==> config.mk <==
export PLATFORM = sky130hd
export DESIGN_NAME = ctrl_wb_pipe
export DESIGN_NICKNAME = d
export VERILOG_FILES = /design/src/rtl/ctrl_pkg.sv /design/src/rtl/pipe_stage_reg.sv /design/src/rtl/ctrl_wb_pipe.sv
export SDC_FILE = /design/constraint.sdc
export NUM_CORES = 1
export LEC_CHECK = 0
export BUFFER_PORTS_ARGS = -buffer_cell sky130_fd_sc_hd__buf_2
export CELL_PAD_IN_SITES_DETAIL_PLACEMENT = 1
export CELL_PAD_IN_SITES_GLOBAL_PLACEMENT = 1
export CORE_ASPECT_RATIO = 1.1
export CORE_MARGIN = 4
export CORE_UTILIZATION = 31
export CTS_BUF_LIST = sky130_fd_sc_hd__clkbuf_4 sky130_fd_sc_hd__clkbuf_8
export DETAILED_ROUTE_END_ITERATION = 8
export PLACE_DENSITY_LB_ADDON = 0.3
export RECOVER_POWER = 100
export REMOVE_ABC_BUFFERS = 1
export SYNTH_ARGS = -nofsm -noshare
export SYNTH_HDL_FRONTEND = slang
export SYNTH_SLANG_ARGS = --single-unit
export TNS_END_PERCENT = 30
==> constraint.sdc <==
create_clock -name clk -period 1.25 [get_ports clk]
set_clock_uncertainty 0.1 [all_clocks]
set_input_delay 0.3125 -clock clk [delete_from_list [all_inputs] [get_ports clk]]
set_output_delay 0.3125 -clock clk [all_outputs]
set_load 0.02 [all_outputs]
==> src/rtl/ctrl_pkg.sv <==
// Shared control-path definitions: opcode classes, memory opcodes and the
// per-stage control record carried through EX, MEM and WB.
package ctrl_pkg;

  localparam logic [2:0] MEM_DATA = 3'b000;
  localparam logic [2:0] REG_DATA = 3'b001;
  localparam logic [2:0] ANDOR    = 3'b010;
  localparam logic [2:0] NOTXOR   = 3'b011;
  localparam logic [2:0] SHIFT    = 3'b100;
  localparam logic [2:0] ADDSUB   = 3'b101;
  localparam logic [2:0] DIV      = 3'b110;

  localparam logic [3:0] OP_LDM = 4'b0000;
  localparam logic [3:0] OP_STM = 4'b0001;

  localparam int CTRL_RD_W = 3;

  typedef struct packed {
    logic                 valid;
    logic                 reg_wr;
    logic                 mem_wr;
    logic                 is_load;
    logic [CTRL_RD_W-1:0] rd;
  } pipe_ctrl_t;

  // Class 3'b111 is the only undecoded opcode group.
  function automatic logic op_decoded(input logic [3:0] op);
    case (op[3:1])
      MEM_DATA, REG_DATA, ANDOR, NOTXOR, SHIFT, ADDSUB, DIV: return 1'b1;
      default:                                              return 1'b0;
    endcase
  endfunction

endpackage

==> src/rtl/pipe_stage_reg.sv <==
// Generic pipeline register: async clear, synchronous kill (wins over load),
// load enable.
module pipe_stage_reg #(
  parameter int W = 8
) (
  input  logic         clk,
  input  logic         rst_n,
  input  logic         en,
  input  logic         kill,
  input  logic [W-1:0] d,
  output logic [W-1:0] q
);

  always_ff @(posedge clk or negedge rst_n) begin
    if (!rst_n)    q <= '0;
    else if (kill) q <= '0;
    else if (en)   q <= d;
  end

endmodule

==> src/rtl/ctrl_wb_pipe.sv <==
// Control back end: carries decoder write signals through EX/MEM/WB, issues the
// memory and register-file write strobes and flags RAW hazards to ID.
// Optional PIPE_PERF_EN adds retired/bubble counters.
module ctrl_wb_pipe
  import ctrl_pkg::*;
#(
  parameter int DATA_W     = 8,
  parameter int REG_ADDR_W = 3,
  parameter int MEM_ADDR_W = 8
) (
  input  logic                  clk,
  input  logic                  rst_n,
  input  logic                  id_valid,
  input  logic [3:0]            id_opcode,
  input  logic                  id_reg_signal_write,
  input  logic                  id_mem_signal_write,
  input  logic [REG_ADDR_W-1:0] id_rd,
  input  logic [REG_ADDR_W-1:0] id_rs1,
  input  logic [REG_ADDR_W-1:0] id_rs2,
  input  logic [DATA_W-1:0]     ex_result,
  input  logic [DATA_W-1:0]     ex_store_data,
  input  logic [MEM_ADDR_W-1:0] ex_mem_addr,
  input  logic [DATA_W-1:0]     mem_rdata,
  input  logic                  stall,
  input  logic                  flush,
  output logic                  mem_we,
  output logic [MEM_ADDR_W-1:0] mem_addr,
  output logic [DATA_W-1:0]     mem_wdata,
  output logic                  rf_we,
  output logic [REG_ADDR_W-1:0] rf_waddr,
  output logic [DATA_W-1:0]     rf_wdata,
  output logic                  hazard,
`ifdef PIPE_PERF_EN
  output logic [15:0]           retired_cnt,
  output logic [15:0]           bubble_cnt,
`endif
  output logic                  illegal_op
);

  localparam int CW = $bits(pipe_ctrl_t);
  localparam int MW = CW + 2*DATA_W + MEM_ADDR_W;
  localparam int WW = CW + DATA_W;

  pipe_ctrl_t            id_ctrl, ex_ctrl, mem_ctrl, wb_ctrl;
  logic [DATA_W-1:0]     mem_result, mem_store_data, wb_result;
  logic [MEM_ADDR_W-1:0] mem_addr_q;
  logic                  id_undef;

  assign id_undef = !op_decoded(id_opcode);

  // Undecoded opcodes become NOPs so no X or stray write strobe escapes.
  always_comb begin
    id_ctrl       = '0;
    id_ctrl.valid = id_valid;
    id_ctrl.rd    = CTRL_RD_W'(id_rd);
    if (!id_undef) begin
      id_ctrl.reg_wr  = id_reg_signal_write;
      id_ctrl.mem_wr  = id_mem_signal_write;
      id_ctrl.is_load = (id_opcode == OP_LDM);
    end
  end

  pipe_stage_reg #(.W(CW)) u_ex (
    .clk(clk), .rst_n(rst_n), .en(1'b1), .kill(flush | stall),
    .d(id_ctrl), .q(ex_ctrl)
  );

  pipe_stage_reg #(.W(MW)) u_mem (
    .clk(clk), .rst_n(rst_n), .en(1'b1), .kill(flush),
    .d({ex_ctrl, ex_result, ex_store_data, ex_mem_addr}),
    .q({mem_ctrl, mem_result, mem_store_data, mem_addr_q})
  );

  pipe_stage_reg #(.W(WW)) u_wb (
    .clk(clk), .rst_n(rst_n), .en(1'b1), .kill(1'b0),
    .d({mem_ctrl, mem_result}),
    .q({wb_ctrl, wb_result})
  );

  assign mem_we    = mem_ctrl.valid & mem_ctrl.mem_wr;
  assign mem_addr  = mem_addr_q;
  assign mem_wdata = mem_store_data;

  // Synchronous read data lands while the load occupies WB.
  assign rf_we    = wb_ctrl.valid & wb_ctrl.reg_wr;
  assign rf_waddr = REG_ADDR_W'(wb_ctrl.rd);
  assign rf_wdata = wb_ctrl.is_load ? mem_rdata : wb_result;

  logic unused_wb_mem_wr;
  assign unused_wb_mem_wr = wb_ctrl.mem_wr;

  function automatic logic raw_hit(input pipe_ctrl_t s,
                                   input logic [REG_ADDR_W-1:0] a,
                                   input logic [REG_ADDR_W-1:0] b);
    logic [REG_ADDR_W-1:0] rd;
    rd = REG_ADDR_W'(s.rd);
    return s.valid & s.reg_wr & ((rd == a) | (rd == b));
  endfunction

  // WB is not compared: the register file writes through to same-cycle reads.
  assign hazard = id_valid & (raw_hit(ex_ctrl,  id_rs1, id_rs2) |
                              raw_hit(mem_ctrl, id_rs1, id_rs2));

  always_ff @(posedge clk or negedge rst_n) begin
    if (!rst_n)                   illegal_op <= 1'b0;
    else if (id_valid & id_undef) illegal_op <= 1'b1;
  end

`ifdef PIPE_PERF_EN
  always_ff @(posedge clk or negedge rst_n) begin
    if (!rst_n) begin
      retired_cnt <= '0;
      bubble_cnt  <= '0;
    end else begin
      if (wb_ctrl.valid && retired_cnt != 16'hFFFF) retired_cnt <= retired_cnt + 16'd1;
      if ((stall | flush) && bubble_cnt != 16'hFFFF) bubble_cnt <= bubble_cnt + 16'd1;
    end
  end
`endif

endmodule

### Word level (Yosys, flattened, before mapping)

Index checks and enable logic that the tools add are counted.

* register bits after elaboration: 54
* output and inout port bits: 31

* mux-type cells: 5
* equal/unequal tests: 10
* reductions and logical operators: 4
* bitwise gates (word level): 12

Operators by type and width (number)
* $mux 31: 1
* $eq 3x3->1: 4
* $eq 3x3->1 const B: 3
* $and 1x1->1: 8
* $mux 8: 1
* $mux 7: 1
* $reduce_or 7->1: 1
* $eq 3x2->1 const B: 2
* $logic_not 4->1: 1
* $or 1x1->1: 4
* $eq 3x1->1 const B: 1
* $logic_not 3->1: 1
* $mux 3: 1
* $logic_not 1->1: 1
* $mux 1: 1

### Logic depth before layout (Yosys ltp)

Gate-level depths: netlist (run 1).

* depth in word-level cells: 5
* depth in mapped cells: 4

### Hierarchy

Synthesis (run 1) repeated with hierarchy kept, for this count alone.

* cells, all modules: 210
* area, all modules: 2514.9 µm²

Modules (own cells, without submodules)
* pipe_stage_reg at u_mem: instances 1, area each 1285.0 µm², sequential area each 775.7 µm², cells an instance 100
* pipe_stage_reg at u_wb: instances 1, area each 616.8 µm², sequential area each 375.4 µm², cells an instance 48
* ctrl_wb_pipe: instances 1, area each 330.3 µm², sequential area each 25.0 µm², cells an instance 40
* pipe_stage_reg at u_ex: instances 1, area each 282.8 µm², sequential area each 175.2 µm², cells an instance 22

### Worst setup path after synthesis (run 1)

No wires, ideal clock.

* path type: register to output
* start point: reg u_ex.q[1]
* end point: out hazard
* required time: 837 ps
* cell stages (with the launch flop): 5
* setup slack: -187 ps
* data arrival time: 1024 ps
* path through: dfrtp_1 xor2_1 nor4_1 nor2_1 nand3_1

* cells in the longest elaborated chain, start to end: 5
* elaborated cells on any way between the ends: 6
* those cells by class: eq/ne (2); bitwise (4)

RTL lines
* start, declared: RTL line pipe_stage_reg.sv:11 `output logic [W-1:0] q`
* start signal, assigned: RTL line pipe_stage_reg.sv:15 `if (!rst_n) q <= '0;`
* start signal, assigned: RTL line pipe_stage_reg.sv:16 `else if (kill) q <= '0;`
* start signal, assigned: RTL line pipe_stage_reg.sv:17 `else if (en) q <= d;`
* $eq 3x3->1: RTL line ctrl_wb_pipe.sv:97 `return s.valid & s.reg_wr & ((rd == a) | (rd == b));`
* $or 1x1->1 (*): RTL line ctrl_wb_pipe.sv:97
* $and 1x1->1 (*): RTL line ctrl_wb_pipe.sv:97
* $or 1x1->1 (*): RTL line ctrl_wb_pipe.sv:101 `assign hazard = id_valid & (raw_hit(ex_ctrl, id_rs1, id_rs2) |`
* $and 1x1->1 (*): RTL line ctrl_wb_pipe.sv:101
* end, declared: RTL line ctrl_wb_pipe.sv:32 `output logic hazard,`

Mark *: on every way between the ends. The rest lies on a longest branch, timed or not.

### Final worst setup path (run 1)

* start point: reg u_ex.q[0]
* end point: out hazard

Same word-level chain as after synthesis.

==> results of run 1 <==
[per-stage QoR]
stage	worst slack, ps	cell area, µm²	instances
after global routing	-689	2650	303
after floorplan	-187	1840	126
after detailed placement	-354	2460	295
after CTS	-652	2610	303
after global placement	-282	2460	295
final	-588	2650	303
[cell usage in the layout (no fill, tap or decap), types with 2 or more instances in the layout]
| master | Yosys | final |
|---|---|---|
| buf_6 | 0 | 13 |
| and3_1 | 3 | 3 |
| and2_1 | 6 | 3 |
| xnor2_1 | 6 | 6 |
| nor2b_1 | 30 | 30 |
| nor4_2 | 0 | 2 |
| nand3_1 | 3 | 3 |
| buf_2 | 2 | 68 |
| clkbuf_1 | 2 | 2 |
| clkbuf_8 | 0 | 6 |
| clkbuf_4 | 0 | 2 |
| and2_0 | 0 | 3 |
| mux2_4 | 0 | 8 |
| nand4_1 | 2 | 2 |
| dfrtp_1 | 53 | 53 |
| nor2_1 | 3 | 3 |
| clkbuf_2 | 0 | 2 |
| buf_4 | 3 | 5 |
| xor2_1 | 6 | 6 |
[logic make-up after synthesis]
kind of cell | share of synthesized area, %
AOI/OAI and AO/OA | 0.531
xor gates and xnor gates | 5.58
buffers and inverters | 2.12
DFF | 70.4
muxes | 4.78
and+or+nand+nor | 16.6
[flip-flops by register name, summed over array words and instances, names as in the netlist]
signal	cells
u_ex.q	7
illegal_op	1
u_mem.q	31
u_wb.q	14
[layout make-up]
cell class              instances  area, µm²
clock buffers                   7       90.1
flip-flops and latches         53       1330
repair buffers                 93        579
fillers                       634       3190
multi-input cells              73        561
well taps                      77       96.3
[power by group through the flow]
stage,registers (mW),logic [mW],clock network [mW]
finish,1.81,0.386,0.951
global route,1.82,0.427,1.09
detailed placement,1.84,0.365,0
floorplan,1.88,0.0979,0
CTS,1.81,0.381,0.998
global placement,1.84,0.358,0
[per-layer routing]
| layer | up-vias | share of wire [%] | GRT usage, % |
|---|---|---|---|
| met1 | 645 | 35 | 13.3 |
| met2 | 49 | 56 | 22.1 |
| li1 | 606 | - | - |
| met3 | 5 | 7.4 | 3.60 |
| met4 | 0 | 1.0 | 2.91 |
| met5 | - | 0 | 0 |
[timing repair]
action,CTS,global route
resized for setup,13,21
hold endpoints to repair,10,0
pin swaps,3,1
setup endpoints to repair,15,31
buffers inserted,0,0
cloned,0,0
hold buffers,1,0
[path summary, 6_finish.rpt]
check | endpoint | cells past startpoint | start
max in group asynchronous | u_wb.q[0] | 3 | rst_n
setup / recovery | hazard | 5 | u_ex.q[0]
setup reg to reg | u_mem.q[26] | 1 | u_ex.q[2]
min in group asynchronous | u_mem.q[2] | 2 | rst_n
hold / removal | u_ex.q[3] | 2 | id_opcode[2]
hold reg to reg | u_wb.q[3] | 0 | u_mem.q[19]
==> metrics.md, run 1 <==
| Metric | Value |
|---|---|
| Routed wire per std cell | 14.0 µm |
| Initial DRC count | 16 |
| Die H | 89.8 µm |
| Clock power frac | between 30% and 40% |
| Worst Path Arrival | 1430 ps |
| Leakage | 1.37 nW |
| Status | finished with violations |
| Switching Fraction | a little under a quarter |
| Actual slew at the worst max-slew pin | 623 ps |
| CP Class | reg -> out |
| Fin Setup TNS | -4410 ps |
| Final Hold Fails | 0 |
| Fin nets | 278 |
| Number of max-cap violations | 0 |
| NetSw | 0.711 mW |
| CP max-delay cell | dfrtp_1 |
| Yosys reg bits | 53 |
| Cell with the most instances after synthesis | dfrtp_1 |
| Synth area leader | dfrtp_1 |
| Htree depth | 2 |
| Worst Path Max Fanout | 3 |
| Final Util | 45.4% |
| Total Routing Usage GR | 12.1% |
| Internal | 2.43 mW |
| CP delay by family, top | simple AND/OR/NAND/NOR gates |
| Synth cell types | 18 |
| Synthesized instance count | 133 |
| Top cell type's share of synthesized area | a little over two thirds |
| Failing checks | negative setup slack |
| Gr ovfl total | 0 |
| Peak supply drop | 0.477 mV |
| Port Buffers | 82 |
| Final ANT Viol Nets | 0 |
| Routed wire length | 4.24 mm |
| Initial Util | 32.3% |
| CTS tree | done |
| Die area | 0.00739 mm² |
| Synthesized area per cell | 14.2 µm² |
| Pwr Density | 1190 mW/mm² |
| Clock Latency Late Sink | 290 ps |
| Reg power frac | 57.5% |
| Most instantiated cells after synthesis | 53 x dfrtp_1, 30 x nor2b_1, 8 x mux2_2 |
| Share of the yosys chip area belonging to registers | 70.4% |
| EDFF count, synth | 0 |
| Most common flop cell mapped by yosys | dfrtp_1 |
| Crit. End Element | output port |
| Startpoint types | flip-flop |
| Clk root buf | clkbuf_8 |
| CP peak stage delay | 420 ps |
| Fraction of layout instances using a drive strength above 1 | 47.8% |
| CP required | 840 ps |
| Clock sinks | 53 |
| Final worst slack | -588 ps |
| FP Rows | 29 |
| DRT Pass-1 Iters | 3 |
| RSZ-0062 raised after global routing | true |
| Antenna Cells | 0 |
| CP bufs+invs | 1 |
| Yosys Warn Count | 0 |
| Syn-to-layout area delta | 40.8% |
| Gpl congestion | 0.694 |
| Tot Pwr | around 3.1 mW |
| Worst min-delay path class | in -> reg |
| Die span in x | 82.3 µm |
| Largest net degree at the start of global routing | 32 |
| Core box area | a little under 0.006 mm² |
| Max Root-Sink Buffers | 2 |
| CP cell instances | xor2_1 -> nor4_2 -> nor2_1 -> nand3_1 -> buf_6 |
| First-pass GRT wire length | roughly 6.8 mm |
| Dpl hpwl | 3.17 mm |
| # setup viols final | 12 |
| Via count | between 1000 and 1500 |
| Clock slew at reported path FFs | roughly 90 ps |
| Top post-synthesis cells by area | dfrtp_1 70%, nor2b_1 10%, mux2_2 4.8%, xnor2_1 2.8%, xor2_1 2.8% |
| Fin crit period | 1840 ps |
| # DRC | 0 |
| Final worst-path cycle share | 147% |
| Comb power frac | about an eighth |
| Initial antenna violation count | 0 |
| Vias/cell | 4.31 |
| Worst R2R Setup Slack | about 450 ps |
| Vias in the first global route | approximately 1400 |
| Num CTS Buffers | 5 |
| Hold_ws | approximately 110 ps |
| Fmax | 0.544 GHz |
| Slew HR | 58.5% |
| Async SR Flop Fraction | 100% |
| Synthesized cell area | 0.00188 mm² |
| Slew Viols, Final | 0 |
| Top Ports | 83 |
No activity file was read; power rests on OpenSTA's default activity.
==> run 2: changes to the inputs <==
--- a/config.mk
+++ b/config.mk
@@ -13,7 +13,7 @@
 export CORE_UTILIZATION = 31
 export CTS_BUF_LIST = sky130_fd_sc_hd__clkbuf_4 sky130_fd_sc_hd__clkbuf_8
 export DETAILED_ROUTE_END_ITERATION = 8
-export PLACE_DENSITY_LB_ADDON = 0.3
+export PLACE_DENSITY = 0.79
 export RECOVER_POWER = 100
 export REMOVE_ABC_BUFFERS = 1
 export SYNTH_ARGS = -nofsm -noshare
==> metrics.md, run 2 (same netlist as run 1, synthesis figures left out) <==
| Metric | Value |
|---|---|
| Status | finished with violations |
| Failing checks | negative setup slack |
| FP Rows | 29 (unchanged) |
| CP delay by family, top | flip-flops |
| Most frequent cells in the layout | 69 x buf_2, 53 x dfrtp_1, 30 x nor2b_1, 13 x buf_6, 8 x mux2_4 |
| CTS tree | done |
| Number of max-cap violations | 0 (unchanged) |
| Dpl hpwl | 3.27 mm (+3.1%) |
| RSZ-0062 raised after global routing | true |
| Final ANT Viol Nets | 0 (unchanged) |
| Die H | 89.8 µm (unchanged) |
| Clock slew at reported path FFs | 90 ps (about the same) |
| Vias in the first global route | 1473 (+2.4%) |
| Largest register FFs | 31 (unchanged) |
| # DRC | 0 (unchanged) |
| Worst R2R Setup Slack | 440 ps (about the same) |
| R2R depth | 1 (unchanged) |
| Met3 Usage GRT | 4.50% (+0.90 points) |
| Clock Latency Late Sink | 290 ps (about the same) |
| Core box area | 0.00584 mm² (unchanged) |
| Final worst-path cycle share | 151% (+4.3 points) |
| Actual slew at the worst max-slew pin | 636 ps (+12.8 ps) |
| Largest net degree at the start of global routing | 54 (+69%) |
| CP Class | reg -> out |
| Worst Path Arrival | 1480 ps (+50 ps) |
| Syn-to-layout area delta | 40.6% (about the same) |
| Fin crit period | 1890 ps (+53.6 ps) |
| Worst min-delay path class | in -> reg |
| Worst Path Max Fanout | 3 (unchanged) |
| Final worst slack | -641 ps (-53.6 ps) |
| Global route hottest layer | met2 |
| GRT met1 Usage | 14.1% (+0.79 points) |
| Worst hold path startpoint | id_opcode[2] |
| Vias/cell | 4.30 (-0.15%) |
| Leakage | 1.37 nW (+0.16%) |
| Gr ovfl total | 0 (unchanged) |
| CP bufs+invs | 1 (unchanged) |
| CP max-delay cell | dfrtp_1 |
| Critical path depth in cells | 5 (unchanged) |
| DRT Pass-1 Iters | 2 (-1) |
| Fin nets | 277 (-0.36%) |
| Routed wire length | 4.38 mm (+3.4%) |
| Fin Setup TNS | -4530 ps (-129 ps) |
| Total Routing Usage GR | 12.6% (+0.43 points) |
| Die span in x | 82.3 µm (unchanged) |
| Antenna Cells | 0 (unchanged) |
| Die area | 0.00739 mm² (unchanged) |
| Slew HR | 57.6% (-0.86 points) |
| Regs by FF count | u_mem.q (31), u_wb.q (14), u_ex.q (7) |
| CP required | 840 ps (about the same) |
| Post-CTS Setup Repair Bufs | 0 (unchanged) |
| Fraction of layout instances using a drive strength above 1 | 47.3% (-0.44 points) |
| Port Buffers | 82 (unchanged) |
| Max Root-Sink Buffers | 2 (unchanged) |
| Gpl congestion | 0.766 (+10%) |
| Hold endpoint | u_ex.q[3] |
| Htree depth | 2 (unchanged) |
| Clock sinks | 53 (unchanged) |
| Initial Util | 32.3% (unchanged) |
| Tot Pwr | 3.21 mW (+2.2%) |
| FF-to-FF End | u_mem.q[26] |
| # setup viols final | 12 (unchanged) |
| Num CTS Buffers | 5 (unchanged) |
| Top Ports | 83 (unchanged) |
| Met2 usage | 22.3% (+0.20 points) |
| Commonest non-fill, non-tap cell in the layout | buf_2 |
| Crit. End Element | output port |
| Routed wire per std cell | 14.5 µm (+3.4%) |
| Via count | 1303 (-0.15%) |
| Initial antenna violation count | 0 (unchanged) |
| Critical Path Source | u_ex.q[2] |
| First-pass GRT wire length | 7.13 mm (+4.8%) |
| Reg-to-Reg Start | u_ex.q[2] |
| Slew Viols, Final | 0 (unchanged) |
| Clk root buf | clkbuf_8 |
| Startpoint types | flip-flop |
| Hold Path Depth | 2 (unchanged) |
| Fmax | 0.529 GHz (-2.8%) |
| Peak supply drop | 0.698 mV (+46%) |
| Biggest register | u_mem.q |
| Pwr Density | 1210 mW/mm² (+2.3%) |
| CP peak stage delay | 440 ps (+20 ps) |
| Initial DRC count | 2 (-14) |
| CP cell instances | xor2_1 -> nor4_1 -> nor2_1 -> nand3_1 -> buf_6 |
| Final Hold Fails | 0 (unchanged) |
==> run 2: cell count changes in the layout (fill, tap and decap cells not counted) <==
cell,delta
buf_2,+1
buf_4,-1
clkbuf_2,-1
clkbuf_4,-1
clkbuf_8,+1
clkinv_2,+1
nor4_1,+1
nor4_2,-1
==> run 2: per-stage QoR <==
| step | utilization, % | area [µm²] | hold WS (ps) | cells | setup slack (ps) |
|---|---|---|---|---|---|
| global route | 45.4 | 2650 | 87.3 | 303 | -762 |
| detailed placement | 41.8 | 2440 | 229 | 294 | -320 |
| global placement | 41.8 | 2440 | 224 | 294 | -284 |
| floorplan | - | 1840 | -83.1 | 126 | -187 |
| finish | 45.4 | 2650 | 105 | 303 | -641 |
| CTS | 44.7 | 2610 | 86.5 | 303 | -644 |
==> run 2: area by class of cell <==
cell class / count / area, µm²
Fill cell: 634 / 3190
Clock buffer: 7 / 96.3
Multi-Input combinational cell: 73 / 554
Tap cell: 77 / 96.3
Sequential cell: 53 / 1330
Timing Repair Buffer: 92 / 572
Clock inverter: 1 / 5.00
==> run 2: timing repair <==
item,in CTS,in global routing
hold endpoints to repair,53,0
hold buffers,1,0
gates resized for setup,17,16
cloned,0,0
pin swaps,3,5
setup endpoints to repair,21,31
==> run 2: power by group <==
part	total, mW	internal (mW)	switching [mW]	leakage, nW
Clock	1.02	0.501	0.520	0.0542
Sequential	1.81	1.78	0.0258	0.695
Combinational	0.384	0.187	0.197	0.624
==> run 2: metal layers <==
layer	up-vias	wire length (µm)	share of wire, %
met4	0	32	0.73
met2	57	2330	53
met5	-	0	0
met1	639	1620	37
met3	5	404	9.2
li1	602	-	-
==> run 2: worst max path at each step <==
| stage | to | slack [ps] |
|---|---|---|
| final | hazard | -640 |
| after global routing | hazard | -760 |
| after CTS | hazard | -640 |
| after detailed placement | hazard | -320 |
| after global placement | hazard | -280 |
| after floorplan | hazard | -190 |
